### config.mk
export PLATFORM = sky130hd
export DESIGN_NAME = seq_mult_unit
export DESIGN_NICKNAME = d
export VERILOG_FILES = /design/src/rtl/seq_mult_unit.sv
export SDC_FILE = /design/constraint.sdc
export NUM_CORES = 1
export LEC_CHECK = 0
export BUFFER_PORTS_ARGS = -buffer_cell sky130_fd_sc_hd__buf_2
export CORE_UTILIZATION = 55
export CTS_CLUSTER_DIAMETER = 30
export CTS_CLUSTER_SIZE = 25
export DETAILED_ROUTE_END_ITERATION = 7
export GPL_TIMING_DRIVEN = 1
export PLACE_DENSITY = 0.84
export SYNTH_ARGS = -nofsm -noshare
export SYNTH_HDL_FRONTEND = slang
export SYNTH_SLANG_ARGS = --single-unit
### constraint.sdc
create_clock -name clk -period 9.35 [get_ports clk]
set_input_delay 1.4025 -clock clk [delete_from_list [all_inputs] [get_ports clk]]
set_output_delay 1.4025 -clock clk [all_outputs]
set_load 0.02 [all_outputs]
### src/rtl/seq_mult_unit.sv
// seq_mult_unit: iterative shift-add multiplier, signed (MULT) / unsigned (MULTU).
// One partial product per clock; result after WIDTH+1 cycles, held until the next completion.
module seq_mult_unit #(
  parameter int WIDTH = 32
) (
  input  logic               clk,
  input  logic               reset,
  input  logic               start,
  input  logic [5:0]         Signal,
  input  logic [WIDTH-1:0]   dataA,
  input  logic [WIDTH-1:0]   dataB,
  output logic               busy,
  output logic               done,
  output logic [2*WIDTH-1:0] dataOut
);

  localparam logic [5:0] OP_MULT  = 6'b011000;
  localparam logic [5:0] OP_MULTU = 6'b011001;
  localparam int         CW       = (WIDTH > 1) ? $clog2(WIDTH) : 1;
  localparam logic [CW-1:0] LAST  = CW'(WIDTH - 1);

  typedef enum logic [1:0] {IDLE, RUN, DONE} state_e;

  state_e               state_q, state_d;
  logic [2*WIDTH-1:0]   mcand_q, mcand_d;
  logic [WIDTH-1:0]     mplier_q, mplier_d;
  logic [2*WIDTH-1:0]   acc_q, acc_d;
  logic [CW-1:0]        cnt_q, cnt_d;
  logic                 neg_q, neg_d;
  logic                 busy_q, busy_d;
  logic                 done_q, done_d;
  logic [2*WIDTH-1:0]   dout_q, dout_d;

  // Operand decode: the mode only matters at capture time, where it folds into
  // the magnitudes and the result sign, so no separate mode register is kept.
  logic             legal, sgn;
  logic [WIDTH-1:0] mag_a, mag_b;
  assign legal = (Signal == OP_MULT) || (Signal == OP_MULTU);
  assign sgn   = (Signal == OP_MULT);
  // Negating -2^(WIDTH-1) yields itself, which read unsigned is the correct magnitude.
  assign mag_a = (sgn && dataA[WIDTH-1]) ? -dataA : dataA;
  assign mag_b = (sgn && dataB[WIDTH-1]) ? -dataB : dataB;

  // State and datapath registers; reset aborts any operation in flight.
  always_ff @(posedge clk or negedge reset) begin
    if (!reset) begin
      state_q  <= IDLE;
      mcand_q  <= '0;
      mplier_q <= '0;
      acc_q    <= '0;
      cnt_q    <= '0;
      neg_q    <= 1'b0;
      busy_q   <= 1'b0;
      done_q   <= 1'b0;
      dout_q   <= '0;
    end else begin
      state_q  <= state_d;
      mcand_q  <= mcand_d;
      mplier_q <= mplier_d;
      acc_q    <= acc_d;
      cnt_q    <= cnt_d;
      neg_q    <= neg_d;
      busy_q   <= busy_d;
      done_q   <= done_d;
      dout_q   <= dout_d;
    end
  end

  // Next-state and datapath: capture in IDLE, shift-add in RUN, sign-fix in DONE.
  always_comb begin
    state_d  = state_q;
    mcand_d  = mcand_q;
    mplier_d = mplier_q;
    acc_d    = acc_q;
    cnt_d    = cnt_q;
    neg_d    = neg_q;
    busy_d   = busy_q;
    done_d   = 1'b0;
    dout_d   = dout_q;
    unique case (state_q)
      IDLE: begin
        if (start && legal) begin
          mcand_d  = {{WIDTH{1'b0}}, mag_a};
          mplier_d = mag_b;
          neg_d    = sgn & (dataA[WIDTH-1] ^ dataB[WIDTH-1]);
          acc_d    = '0;
          cnt_d    = '0;
          busy_d   = 1'b1;
          state_d  = RUN;
        end
      end
      RUN: begin
        if (mplier_q[0]) acc_d = acc_q + mcand_q;
        mcand_d  = mcand_q << 1;
        mplier_d = mplier_q >> 1;
        cnt_d    = cnt_q + 1'b1;
        if (cnt_q == LAST) state_d = DONE;
      end
      DONE: begin
        dout_d  = neg_q ? -acc_q : acc_q;
        done_d  = 1'b1;
        busy_d  = 1'b0;
        state_d = IDLE;
      end
      default: state_d = IDLE;
    endcase
  end

  assign busy    = busy_q;
  assign done    = done_q;
  assign dataOut = dout_q;

endmodule

==> results.sh <==
export IMPL_clock_fmax_mhz=253
export IMPL_avgViaCountPerCell=6.18
export IMPL_pwr_share_seq_pct=30.5
export IMPL_synth_seq_cells=234
export IMPL_synth_edf_count=0
export IMPL_vias=14000
export IMPL_crit_chain="nor4_1 -> and4_1 -> nand4_1 -> or3_1 -> nor3_1 -> nand2_1 -> o41ai_1 -> xor2_1 -> o21ai_0"
export IMPL_p_sw_w=0.00234
export IMPL_async_flop_share_pct=100
export IMPL_cap_violations=0
export IMPL_cp_start_kind="flip-flop"
export IMPL_die_w_um=168
export IMPL_post_cts_setup_buffer_count=0
export IMPL_finalClockSkew_ps=16.3
export IMPL_root_buffer="clkbuf_16"
export IMPL_postCtsResizedCells=0
export IMPL_layout_commonest_cell="o21ai_0"
export IMPL_finalNetCount=2020
export IMPL_yosys_cell_types_count=69
export IMPL_status="complete, no violations"
export IMPL_p_total_w=0.00558
export IMPL_grt_pass1_wl_um=67700
export IMPL_seq_area_um2=5860
export IMPL_grt_max_degree=102
export IMPL_remaining_drc_errors=0
export IMPL_gp_congestion=0.977
export IMPL_cp_slowest_cell="nor4_1"
export IMPL_postSynthAreaPerCell_um2=8.49
export IMPL_hold_viol_final=0
export IMPL_drtIter0Drc=982
export IMPL_path_class="flip-flop to flip-flop"
export IMPL_final_period_utilization_pct=42.3
export IMPL_die_h_um=168
export IMPL_layout_common_cells="o21ai_0 (275), nand2_1 (262), dfrtp_1 (233)"
export IMPL_cts_sinks=234
export IMPL_worstPathArrival_ps=4360
export IMPL_synth_ff_type="dfrtp_1"
export IMPL_crit_path_end_kind="flip-flop"
export IMPL_clk_latency_ps=560
export IMPL_dr_pass1_iters=5
export IMPL_cts_tree="done"
export IMPL_finalSetupViolCount=0
export IMPL_synth_cells=1784
export IMPL_numCtsBuffers=53
export IMPL_cts_hold_repair_buffers=0
export IMPL_worst_slack_ps=5390
export IMPL_tightestPinTransition_ps=1090
export IMPL_fp_row_count=60
export IMPL_ant_nets=0
export IMPL_core_um2=27000
export IMPL_max_stage_delay_ps=790
export IMPL_io_pins=139
export IMPL_clockBufferDepth=3
export IMPL_crit_required_ps=9750
export IMPL_syn_area_um2=15200
export IMPL_max_slew_margin_rel_pct=27.0
export IMPL_antenna_found_initial=0
export IMPL_seq_area_frac_synth_pct=38.6
export IMPL_syn_to_final_growth_pct=16.8
export IMPL_p_int_w=0.00325
export IMPL_syn_num_nets=1926
export IMPL_die_area_um2=28200
export IMPL_power_density_nw_per_um2=316
export IMPL_p_clk_share_pct=31.0
export IMPL_setup_tns_final_ps=0
export IMPL_path_max_fanout=9
export IMPL_hpwl_um=29800
export IMPL_track_usage_pct=29.8
export IMPL_multi_input_comb_area_um2=8800
export IMPL_hp_class="flip-flop to flip-flop"
export IMPL_p_leak_nw=8.11
export IMPL_wl_um=41800
export IMPL_n_antenna_cell=0
export IMPL_overflow=0
export IMPL_dpl_worst_slack_ps=5240
export IMPL_ys_warn_count=0
export IMPL_switching_share_pct=41.9
export IMPL_whs_ps=468
export IMPL_routedWlPerCell_um=18.5
export IMPL_drv_slew=0
export IMPL_n_fill_cell=2252
export IMPL_start_util_pct=56.1
export IMPL_rsz0062_at_grt="no"
export IMPL_pwr_share_comb_pct=38.5
export IMPL_final_min_clock_period_ps=3960
export IMPL_drive_above_1_share_pct=14.1
export IMPL_port_buffers=138
export IMPL_clk_pin_slew_worst_paths_ps=50
export IMPL_grt_pass1_vias=13400
export IMPL_ctsHtreeMaxLevel=2
export IMPL_vdd_drop_max_mv=0.155
==> cell type report <==
cell class | count | area share, %
clock buffer | 63 | 7.99
timing repair buffer | 148 | 4.38
tap | 341 | 2.41
inverter | 33 | 0.700
sequential | 234 | 33.1
clock inverter | 36 | 1.67
multi-input combinational | 1408 | 49.7
==> critical path: cells and delay by family, from the launching register on <==
kind             cells  cell delay (ps)
AND/OR/NAND/NOR      6             2680
AO/OA/AOI/OAI        2              480
flip-flops           1              460
XOR/XNOR             1              170
==> cells in the mapped netlist (all sizes together) (4+ instances only) <==
| cell | instances | area share [%] |
|---|---|---|
| a211oi | 4 | 0.20 |
| a21o | 33 | 1.6 |
| a21oi | 96 | 3.2 |
| a22oi | 61 | 3.0 |
| a31oi | 12 | 0.50 |
| a32o | 6 | 0.40 |
| and2 | 8 | 0.33 |
| and3 | 9 | 0.37 |
| and4 | 4 | 0.23 |
| clkbuf | 107 | 2.7 |
| dfrtp | 234 | 39 |
| ha | 68 | 5.6 |
| inv | 33 | 0.82 |
| mux2i | 6 | 0.40 |
| nand2 | 263 | 6.5 |
| nand2b | 8 | 0.33 |
| nand3 | 42 | 1.4 |
| nand4 | 31 | 1.3 |
| nor2 | 81 | 2.0 |
| nor2b | 7 | 0.29 |
| nor3 | 26 | 0.86 |
| nor4 | 15 | 0.76 |
| o211ai | 4 | 0.20 |
| o21a | 13 | 0.64 |
| o21ai | 283 | 9.3 |
| o21bai | 15 | 0.74 |
| o31ai | 37 | 1.9 |
| o41ai | 19 | 1.1 |
| or2 | 6 | 0.25 |
| or3 | 20 | 0.92 |
| or4 | 14 | 0.79 |
| xnor2 | 57 | 3.3 |
| xor2 | 115 | 6.6 |
==> power by group through the flow <==
stage / clock network, W / logic, W / registers [W]
final: 0.00173 / 0.00215 / 0.00170
after floorplan: 0 / 0.00163 / 0.00155
after global placement: 0 / 0.00205 / 0.00168
after global routing: 0.00181 / 0.00238 / 0.00174
after detailed placement: 0 / 0.00210 / 0.00169
after CTS: 0.00175 / 0.00212 / 0.00169
==> cell families after synthesis <==
family          count (synthesis)  synth area share, %
compound gates                619                 24.9
xor+xnor                      172                 9.94
fa+ha+maj                      69                 5.75
buf+inv                       142                 3.52
flops                         234                 38.6
mux                             7                0.471
simple gates                  541                 16.7
==> through the flow <==
step	area [um2]	util [%]	std cells
after floorplan	15200	-	1784
after global placement	16000	59.1	2164
after detailed placement	16000	59.1	2164
after CTS	17700	65.5	2263
after global routing	17700	65.5	2263
final	17700	65.5	2263
==> path summary, 6_finish.rpt <==
check	cells past startpoint	to	slack, ps	from
worst max-delay path	9	dataOut[59]	5390	acc_q[2]
worst min-delay path	2	dataOut[18]	470	dataOut[18]
worst max register to register	9	dataOut[59]	5390	acc_q[2]
worst min register to register	2	dataOut[18]	470	dataOut[18]
max in group asynchronous	2	neg_q	7040	reset
min in group asynchronous	1	dataOut[25]	810	reset
==> per-layer routing <==
metal | vias up | track usage, % | routed length [um]
met5 | - | 0 | 0
met4 | 0 | 12.2 | 1450
met3 | 100 | 5.17 | 2910
met2 | 519 | 47.0 | 19000
met1 | 6702 | 40.7 | 18500
li1 | 6670 | - | -
==> sequential cells by signal (all words and copies together) (netlist names) <==
register,count
done,1
cnt_q,5
acc_q,64
mplier_q,32
state_q,2
busy,1
mcand_q,64
dataOut,64
neg_q,1
Note: power is estimated with default switching activity, not from simulation.
